[src/rtl/fc_sequencer.sv]
// Control sequencer for a fully-connected layer time-multiplexed onto one shared
// MAC datapath: issues act/weight/bias reads and accumulator strobes per output channel.
module fc_sequencer #(
  parameter int unsigned DATA_WIDTH = 16,
  parameter int unsigned IN_CH      = 84,
  parameter int unsigned OUT_CH     = 10,
  localparam int unsigned IA_W = (IN_CH > 1) ? $clog2(IN_CH) : 1,
  localparam int unsigned OA_W = (OUT_CH > 1) ? $clog2(OUT_CH) : 1,
  localparam int unsigned WA_W = (IN_CH * OUT_CH > 1) ? $clog2(IN_CH * OUT_CH) : 1
) (
  input  logic            clk,
  input  logic            reset,
  input  logic            start,
  output logic            busy,
  output logic            done,
  output logic            act_rd_en,
  output logic [IA_W-1:0] act_addr,
  output logic            wgt_rd_en,
  output logic [WA_W-1:0] wgt_addr,
  output logic            bias_rd_en,
  output logic [OA_W-1:0] bias_addr,
  output logic            mac_clr,
  output logic            mac_en,
  output logic            bias_en,
  output logic            out_valid,
  output logic [OA_W-1:0] out_ch,
  input  logic            out_ready
);

  if (IN_CH < 1 || OUT_CH < 1 || DATA_WIDTH < 1) begin : g_bad_params
    $error("fc_sequencer: IN_CH, OUT_CH and DATA_WIDTH must all be at least 1");
  end

  localparam logic [2:0] S_IDLE  = 3'd0;
  localparam logic [2:0] S_CLEAR = 3'd1;
  localparam logic [2:0] S_MAC   = 3'd2;
  localparam logic [2:0] S_BIAS  = 3'd3;
  localparam logic [2:0] S_OUT   = 3'd4;
  localparam logic [2:0] S_DONE  = 3'd5;

  localparam logic [IA_W-1:0] K_LAST = IA_W'(IN_CH - 1);
  localparam logic [OA_W-1:0] O_LAST = OA_W'(OUT_CH - 1);

  logic [2:0]      state, state_n;
  logic [OA_W-1:0] o, o_n;
  logic [IA_W-1:0] k, k_n;
  logic [WA_W-1:0] wcnt, wcnt_n;

  logic            busy_n, done_n, act_rd_en_n, wgt_rd_en_n, bias_rd_en_n;
  logic            mac_clr_n, mac_en_n, bias_en_n, out_valid_n;
  logic [IA_W-1:0] act_addr_n;
  logic [WA_W-1:0] wgt_addr_n;
  logic [OA_W-1:0] bias_addr_n, out_ch_n;

  // State, counters and registered outputs
  always_ff @(posedge clk or posedge reset) begin
    if (reset) begin
      state      <= S_IDLE;
      o          <= '0;
      k          <= '0;
      wcnt       <= '0;
      busy       <= 1'b0;
      done       <= 1'b0;
      act_rd_en  <= 1'b0;
      act_addr   <= '0;
      wgt_rd_en  <= 1'b0;
      wgt_addr   <= '0;
      bias_rd_en <= 1'b0;
      bias_addr  <= '0;
      mac_clr    <= 1'b0;
      mac_en     <= 1'b0;
      bias_en    <= 1'b0;
      out_valid  <= 1'b0;
      out_ch     <= '0;
    end else begin
      state      <= state_n;
      o          <= o_n;
      k          <= k_n;
      wcnt       <= wcnt_n;
      busy       <= busy_n;
      done       <= done_n;
      act_rd_en  <= act_rd_en_n;
      act_addr   <= act_addr_n;
      wgt_rd_en  <= wgt_rd_en_n;
      wgt_addr   <= wgt_addr_n;
      bias_rd_en <= bias_rd_en_n;
      bias_addr  <= bias_addr_n;
      mac_clr    <= mac_clr_n;
      mac_en     <= mac_en_n;
      bias_en    <= bias_en_n;
      out_valid  <= out_valid_n;
      out_ch     <= out_ch_n;
    end
  end

  // Next state, then the outputs that state presents, so every output is a flop
  always_comb begin
    state_n      = state;
    o_n          = o;
    k_n          = k;
    wcnt_n       = wcnt;
    busy_n       = 1'b0;
    done_n       = 1'b0;
    act_rd_en_n  = 1'b0;
    act_addr_n   = '0;
    wgt_rd_en_n  = 1'b0;
    wgt_addr_n   = '0;
    bias_rd_en_n = 1'b0;
    bias_addr_n  = '0;
    mac_clr_n    = 1'b0;
    mac_en_n     = 1'b0;
    bias_en_n    = 1'b0;
    out_valid_n  = 1'b0;
    out_ch_n     = '0;

    case (state)
      S_IDLE: begin
        if (start) begin
          state_n = S_CLEAR;
          o_n     = '0;
          k_n     = '0;
          wcnt_n  = '0;
        end
      end
      S_CLEAR: begin
        state_n = S_MAC;
        k_n     = '0;
      end
      S_MAC: begin
        if (k == K_LAST) state_n = S_BIAS;
        else             k_n     = k + IA_W'(1);
      end
      S_BIAS:  state_n = S_OUT;
      S_OUT: begin
        if (out_ready) begin
          if (o == O_LAST) begin
            state_n = S_DONE;
          end else begin
            o_n     = o + OA_W'(1);
            state_n = S_CLEAR;
          end
        end
      end
      S_DONE:  state_n = S_IDLE;
      default: state_n = S_IDLE;
    endcase

    busy_n = (state_n != S_IDLE);

    // The weight counter runs continuously across channels; it advances once per read
    case (state_n)
      S_CLEAR: begin
        mac_clr_n   = 1'b1;
        act_rd_en_n = 1'b1;
        wgt_rd_en_n = 1'b1;
        act_addr_n  = '0;
        wgt_addr_n  = wcnt_n;
        wcnt_n      = wcnt_n + WA_W'(1);
      end
      S_MAC: begin
        mac_en_n = 1'b1;
        if (k_n != K_LAST) begin
          act_rd_en_n = 1'b1;
          wgt_rd_en_n = 1'b1;
          act_addr_n  = k_n + IA_W'(1);
          wgt_addr_n  = wcnt_n;
          wcnt_n      = wcnt_n + WA_W'(1);
        end else begin
          bias_rd_en_n = 1'b1;
          bias_addr_n  = o_n;
        end
      end
      S_BIAS:  bias_en_n = 1'b1;
      S_OUT: begin
        out_valid_n = 1'b1;
        out_ch_n    = o_n;
      end
      S_DONE:  done_n = 1'b1;
      default: ;
    endcase
  end

endmodule
[config.mk]
export PLATFORM = sky130hd
export DESIGN_NAME = fc_sequencer
export DESIGN_NICKNAME = d
export VERILOG_FILES = /design/src/rtl/fc_sequencer.sv
export SDC_FILE = /design/constraint.sdc
export NUM_CORES = 1
export LEC_CHECK = 0
export BUFFER_PORTS_ARGS = -buffer_cell sky130_fd_sc_hd__buf_2
export CORE_ASPECT_RATIO = 0.9
export CORE_MARGIN = 2
export CORE_UTILIZATION = 61
export DETAILED_ROUTE_END_ITERATION = 10
export MAX_ROUTING_LAYER = met4
export PLACE_DENSITY = 0.91
export SYNTH_ARGS = -nofsm -noshare
export SYNTH_HDL_FRONTEND = slang
export SYNTH_SLANG_ARGS = --single-unit
export TNS_END_PERCENT = 100
[constraint.sdc]
create_clock -name clk -period 6.4 [get_ports clk]
set_input_delay 0.32 -clock clk [delete_from_list [all_inputs] [get_ports clk]]
set_output_delay 0.32 -clock clk [all_outputs]
set_load 0.02 [all_outputs]
== Word level (Yosys, flattened, before mapping) ==
Index checks and enable logic that the tools add are counted.
Word-level totals
  register bits: 57
  word-level logic and storage cells: 66
Cells by class
  add/subtract/negate cells: 4
  equality and inequality tests: 12
  mux-type cells: 32
  reduce and logical (&&, ||, !) cells: 2
Operators with widths (count)
  $mux W10: 4
  $pmux W10 S2: 2
  $mux W7: 4
  $mux W4: 6
  $pmux W7 S3: 1
  $pmux W3 S5: 1
  $add A7 B1 Y7 const B: 2
  $eq A3 B2 Y1 const B: 4
  $mux W3: 4
  $add A10 B1 Y10 const B: 1
  $eq A3 B3 Y1 const B: 3
  $mux W1: 8
  $pmux W4 S2: 1
  $eq A7 B7 Y1 const B: 1
  $ne A7 B7 Y1 const B: 1
  $eq A3 B1 Y1 const B: 2
  $add A4 B1 Y4 const B: 1
  $eq A4 B4 Y1 const B: 1
  $logic_not A3 Y1: 1
  $reduce_bool A3 Y1: 1
  $pmux W1 S2: 1

== Logic depth before layout (Yosys ltp) ==
Gate-level depths: netlist of run 1.
  depth in word-level cells: 6
  depth in mapped cells: 13
  mapped depth without buffers: 12

== Worst setup path before layout of run 1 ==
OpenSTA, ideal clock, no wires.
  path type: flip-flop to flip-flop
  start point: register state[2]
  end point: register wcnt[1]
  data arrival time: 2.493 ns
  data required time: 6.275 ns
  path slack: 3.781 ns
  cell stages (with the launch flop): 12
  path buffers: 2
  path through: dfrtp_1 -> buf_6 -> or3b_1 -> buf_6 -> or3_4 -> nand2_1 -> ha_1 -> inv_1 -> nor2_4 -> a31oi_4 -> or2_4 -> mux2_4
On the way
  cells in the longest elaborated chain, start to end: 5
RTL lines
  from (decl): RTL line 44  | logic [2:0] state, state_n;
  from (signal assigned): RTL line 76  | state <= state_n;
  $eq A3 B2 Y1 (tied with other cells): RTL line 116  | case (state)
  $pmux W7 S3 *: RTL line 116
  via k_n[0]: RTL line 46  | logic [IA_W-1:0] k, k_n;
  $ne A7 B7 Y1 *: RTL line 162  | if (k_n != K_LAST) begin
  $mux W10 *: RTL line 162
  $pmux W10 S2 *: RTL line 151  | case (state_n)
  via wcnt_n[1]: RTL line 47  | logic [WA_W-1:0] wcnt, wcnt_n;
  to (signal assigned): RTL line 79  | wcnt <= wcnt_n;
  to (decl): RTL line 47
Mark *: on every way through the listed nets, which the timed path passes. The rest lies on a longest branch.

== Final worst setup path of run 1 ==
Ends and elaborated chain as after synthesis.

==> results of run 1 <==
==> worst paths after layout <==
kind	start	end	slack, ps
min in group clk	out_ready	done	310
max reg2reg	state[2]	wcnt[1]	3390
max	state[2]	wcnt[1]	3390
min reg2reg	wcnt[9]	wgt_addr[9]	540
max in group asynchronous	reset	out_ch[1]	5800
min	reset	bias_en	150
==> per-layer routing <==
layer	part of all wire, %	wire length (µm)	vias to the layer above	track usage [%]
met4	2.6	142	0	13.82
met5	0	0	-	-
met1	45	2473	996	32.86
met3	4.9	267	11	6.627
li1	-	-	1021	-
met2	47	2576	62	36.09
==> flip-flops by register name, summed over array words and instances, names as in the netlist <==
| signal | flops |
|---|---|
| wgt_addr | 10 |
| wcnt | 10 |
| bias_rd_en | 1 |
| act_addr | 7 |
| bias_addr | 4 |
| mac_en | 1 |
| done | 1 |
| wgt_rd_en | 1 |
| busy | 1 |
| out_ch | 4 |
| out_valid | 1 |
| o | 4 |
| bias_en | 1 |
| mac_clr | 1 |
| k | 7 |
| state | 3 |
==> kinds of logic (layout without fill, tap and decap cells) <==
logic type / count (synthesis) / after routing
AND/OR/NAND/NOR: 118 / 118
buffers and inverters: 18 / 64
multiplexers: 4 / 4
AO/OA/AOI/OAI: 53 / 53
adder cells (fa/ha/maj): 6 / 6
XOR/XNOR: 8 / 8
flip-flops: 57 / 57
==> critical path: stages, from the launching register on <==
cell,delay [ps]
dfrtp_1,570
or3b_1,620
or3_4,400
nand2_1,120
ha_1,210
inv_1,100
nor2_4,150
a31oi_4,150
or2_4,280
mux2_4,290
==> per-stage QoR <==
stage | hold slack (ps) | total power [mW] | setup slack [ps] | util (%) | area (µm²)
after global routing | 220.8 | 1.288 | 3134 | 72.28 | 3203
after detailed placement | 527.7 | 0.9082 | 3382 | 68.46 | 3034
after floorplan | 481.0 | 0.8190 | 3781 | - | 2804
final | 152.4 | 1.203 | 3386 | 72.28 | 3203
after CTS | 185.6 | 1.209 | 3367 | 72.28 | 3203
after global placement | 510.3 | 0.8910 | 3497 | 68.46 | 3034
==> placed cells by master (no fill, tap or decap), types with 4 or more instances in the layout <==
cell	n
and3_1	8
ha_1	6
a21oi_1	8
nor2b_1	7
dfrtp_1	57
or3_1	4
nor3_1	6
o21ai_1	5
nand2_1	23
and2_1	14
nand4_1	4
inv_1	8
xor2_1	6
buf_2	37
nand3_1	12
nor2_1	14
clkbuf_8	11
o21ai_0	8
==> area by class of cell <==
class                      count  area [µm²]
timing repair buffer          39       200.2
sequential                    57        1426
clock buffer                  11       151.4
fill                         346        1229
clock inverter                 3       17.52
tap                           62       77.57
inverter                      11       41.29
multi-input combinational    189        1289
==> power by group <==
| part | leakage [nW] | internal, mW | switching, mW |
|---|---|---|---|
| combinational | 0.698 | 0.162 | 0.275 |
| sequential | 0.775 | 0.416 | 0.0562 |
| clock | 0.0871 | 0.155 | 0.138 |
| total | 1.56 | 0.733 | 0.469 |
==> flow_summary_export.csv, run 1 <==
group,metric,value,unit
timing,skew,6.116,ps
critical_path,crit_fanout,20,
logic_synthesis,yosysTopAreaCell,"dfrtp_1",
clocking,path_clk_slew,60,ps
die,dieArea,5156,µm²
placed_design,place_hpwl,3801,µm
logic_synthesis,syn_avg_cell_area,10.62,µm²
logic_synthesis,ys_warn_count,0,
global_routing,gr-total-overflow,0,
clocking,cts_tree,"yes",
die,initial_core_util,63.27,%
job,maxCapViolations,0,
detailed_routing,detail-route-antenna-nets,0,
logic_synthesis,yosysSeqAreaShare,50.87,%
die,die_w,75.47,µm
critical_path,required,6630,ps
logic_synthesis,ys_seq_elements,57,
detailed_routing,drcViolationCount,0,
final_layout,antenna_cells,0,
global_routing,grt_max_degree,58,
clocking,cts.repair.resized,0,
status,status,"finished clean",
power,p_per_area,375.4,nW/µm²
hold_path,worstHoldPathType,"in2async",
logic_synthesis,synthXorXnorAreaFrac,2.499,%
die,num_rows,23,
timing,hold_viol,0,
critical_path,rr_worst_depth,9,
clocking,clk_latency,340,ps
logic_synthesis,yosys-top-cells-count,"dfrtp_1, nand2_1, and2_1, nor2_1, nand3_1",
global_routing,grt_antenna_before_repair,0,
global_routing,grt_pass1_wl,9108,µm
timing,slew_headroom,55.61,%
timing,fin_crit,3014,ps
logic_synthesis,yosys.area_share.adder,2.677,%
logic_synthesis,synth_top_area_share,50.87,%
clocking,hold_buffers,0,
final_layout,area_delta_synth_final,14.23,%
clocking,clock-sinks,57,
detailed_routing,wire_per_inst,14.68,µm
timing,fin_crit_sh,47.09,%
die,dieHeight,68.32,µm
clocking,cts_root_buf,"clkbuf_8",
logic_synthesis,synth_flop_cell,"dfrtp_1",
logic_synthesis,yosysUniqueCellTypes,62,
logic_synthesis,synthMostInstantiatedCell,"dfrtp_1",
detailed_routing,drt_wl_total,5460,µm
logic_synthesis,synth_area_leaders,"dfrtp_1, and2_1, nand2_1",
critical_path,critPathLaunchType,"flip-flop",
detailed_routing,routed_via_density,5.618,
logic_synthesis,syn_nets,274,
critical_path,endpoint_kind,"flip-flop",
logic_synthesis,synth_simple_gate_area_share,24.59,%
detailed_routing,dr.pass1.iters,4,
global_routing,grt_pass1_vias,1909,
logic_synthesis,synth-edff-count,0,
timing,fmax,0.3318,GHz
logic_synthesis,synth_top_family_by_area,"simple AND/OR/NAND/NOR gates",
critical_path,crit_arrival,3240,ps
clocking,htreeDepth,3,
timing,tns,0,ps
global_routing,grt_usage,25.30,%
timing,finalMaxSlewViolations,0,
final_layout,layout-drive-gt1-share,25.16,%
logic_synthesis,synth-async-reset-ratio,100.0,%
power,p_leak,1.560,nW
critical_path,worstSetupPathType,"reg2reg",
placed_design,place_congestion,0.8934,
placed_design,port_buffers,37,
logic_synthesis,synth_area,2804,µm²
clocking,clock_path_buffers,2,
logic_synthesis,synth_cells,264,
logic_synthesis,synth_mux_area_share,1.606,%
clocking,cts_setup_buffers,0,
detailed_routing,route.vias.total,2090,
final_layout,fin_cells,372,
final_layout,fin_nets,317,
die,core_area,4432,µm²
placed_design,dp_cells,358,
logic_synthesis,synth_compound_area_share,14.59,%
timing,rsz0062_at_grt,"no",
timing,setup_viol,0,
clocking,cts_buffers,9,
detailed_routing,drt_iter0_drc,154,
die,io_pins,38,
power,vdd_ir_drop_max,0.2147,mV
timing,worst_slew_pin_slew,665.9,ps
Note: power is estimated with default switching activity, not from simulation.
==> inputs of run 2 (changes only) <==
- CORE_UTILIZATION: 61 -> 51
- PLACE_DENSITY: 0.91 -> 0.82
- clock period: 6.4 -> 2.6 ns (I/O delays scaled with it)
==> run 2 against run 1 <==
Compared with the run above: core utilization is 7.7 points lower; via count up 5.6%; power grew to 2.6 times the previous value; largest power group is now combinational logic; highest routed layer unchanged.
==> flow_summary_export.csv, run 2 (synthesized netlist as in run 1, its figures left out) <==
group,metric,value,unit
detailed_routing,route.vias.total,2208,
die,dieArea,6108,µm²
global_routing,grt_usage,22.04,%
global_routing,grt_max_degree,36,
timing,slew_headroom,52.04,%
final_layout,antenna_cells,0,
detailed_routing,drt_iter0_drc,175,
clocking,htreeDepth,3,
final_layout,layout-drive-gt1-share,31.74,%
power,vdd_ir_drop_max,0.6849,mV
clocking,clock-sinks,57,
die,initial_core_util,53.04,%
die,num_rows,25,
job,maxCapViolations,0,
final_layout,area_delta_synth_final,21.78,%
final_layout,final_util,64.59,%
final_layout,multi_input_area,1311,µm²
die,die_w,82.16,µm
die,core_area,5286,µm²
global_routing,grt_antenna_before_repair,0,
die,io_pins,38,
placed_design,pre_cts_slack,10.28,ps
detailed_routing,routed_via_density,5.506,
critical_path,rr_worst_depth,10,
global_routing,grt_pass1_vias,2093,
clocking,cts_root_buf,"clkbuf_8",
clocking,clock_path_buffers,2,
clocking,cts_buffers,9,
final_layout,final_common_cell,"dfrtp_1",
timing,whs,139.0,ps
placed_design,dp_cells,384,
timing,fmax,0.3994,GHz
timing,rsz0062_at_grt,"yes",
placed_design,place_hpwl,4281,µm
detailed_routing,wire_per_inst,14.43,µm
hold_path,whs_path_depth,2,
die,dieHeight,74.34,µm
status,status,"finished clean",
detailed_routing,dr.pass1.iters,4,
final_layout,largest_registers,"wcnt: 10 flops, wgt_addr: 10 flops",
timing,fin_crit,2504,ps
critical_path,crit_fanout,5,
placed_design,port_buffers,37,
detailed_routing,drt_wl_total,5787,µm
timing,worst_slew_pin_slew,718.4,ps
timing,hold_viol,0,
critical_path,endpoint_kind,"flip-flop",
timing,finalMaxSlewViolations,0,
detailed_routing,detail-route-antenna-nets,0,
critical_path,critPathLaunchType,"flip-flop",
power,p_per_area,920.4,nW/µm²
placed_design,placed_area,3198,µm²
clocking,path_clk_slew,60,ps
global_routing,gr-total-overflow,0,
power,p_leak,1.694,nW
hold_path,worstHoldPathType,"in2reg",
timing,skew,6.457,ps
timing,tns,0,ps
final_layout,seq_area,1426,µm²
clocking,cts_tree,"yes",
final_layout,fin_cells,401,
power,total_power,3.143,mW
final_layout,n_fill_cell,422,
final_layout,layout_common_cells,"dfrtp_1, buf_2, buf_4",
timing,setup_viol,0,
critical_path,required,2810,ps
timing,fin_crit_sh,96.30,%
critical_path,crit_arrival,2720,ps
global_routing,grt_pass1_wl,9632,µm
timing,finalWorstSetupSlack,96.18,ps
final_layout,fin_area,3415,µm²
placed_design,place_congestion,0.8842,
clocking,clk_latency,330,ps
final_layout,fin_nets,341,
detailed_routing,drcViolationCount,0,
critical_path,worstSetupPathType,"reg2reg",
[run 2: power breakdown]
| part | internal (mW) | switching, mW |
|---|---|---|
| clock network | 0.383 | 0.320 |
| registers | 1.03 | 0.0665 |
| logic | 0.559 | 0.788 |
[run 2: worst max-delay path, cell delays in order, from the launching register on]
cell,delay (ps)
dfrtp_1,380
or3b_4,450
or3_4,350
nand2_1,100
ha_2,200
inv_1,80
nor2_4,160
nand3_2,110
ha_1,300
a22oi_1,160
o31ai_1,90
[run 2: path summary, 6_finish.rpt]
path                            from     endpoint  slack (ps)
hold / removal             out_ready         done         140
setup / recovery            state[0]      wcnt[0]         100
min in group asynchronous      reset  act_addr[6]         470
setup reg to reg            state[0]      wcnt[0]         100
max in group asynchronous      reset         o[3]        1480
hold reg to reg              wcnt[9]  wgt_addr[9]         510
[run 2: what timing repair did]
action,CTS,global route
buffers inserted,0,2
hold buffers,1,0
endpoints found under the hold margin,33,0
gates resized for setup,1,5
pin swaps,0,3
setup endpoints to repair,1,18
[run 2: layer usage]
metal / track usage, % / vias to the layer above / routed length (µm)
met5: - / - / 0
met3: 5.583 / 14 / 345
met4: 7.778 / 0 / 104
li1: - / 1073 / -
met2: 31.98 / 81 / 2625
met1: 30.15 / 1040 / 2711
[run 2: final cells by class]
type                    count  share of cell area [%]
repair buffers             63                   11.21
inverters                  11                   1.209
well taps                  67                   2.455
multi-input cells         189                   38.40
clock buffers              11                   4.434
flip-flops and latches     57                   41.77
clock inverters             3                  0.5130
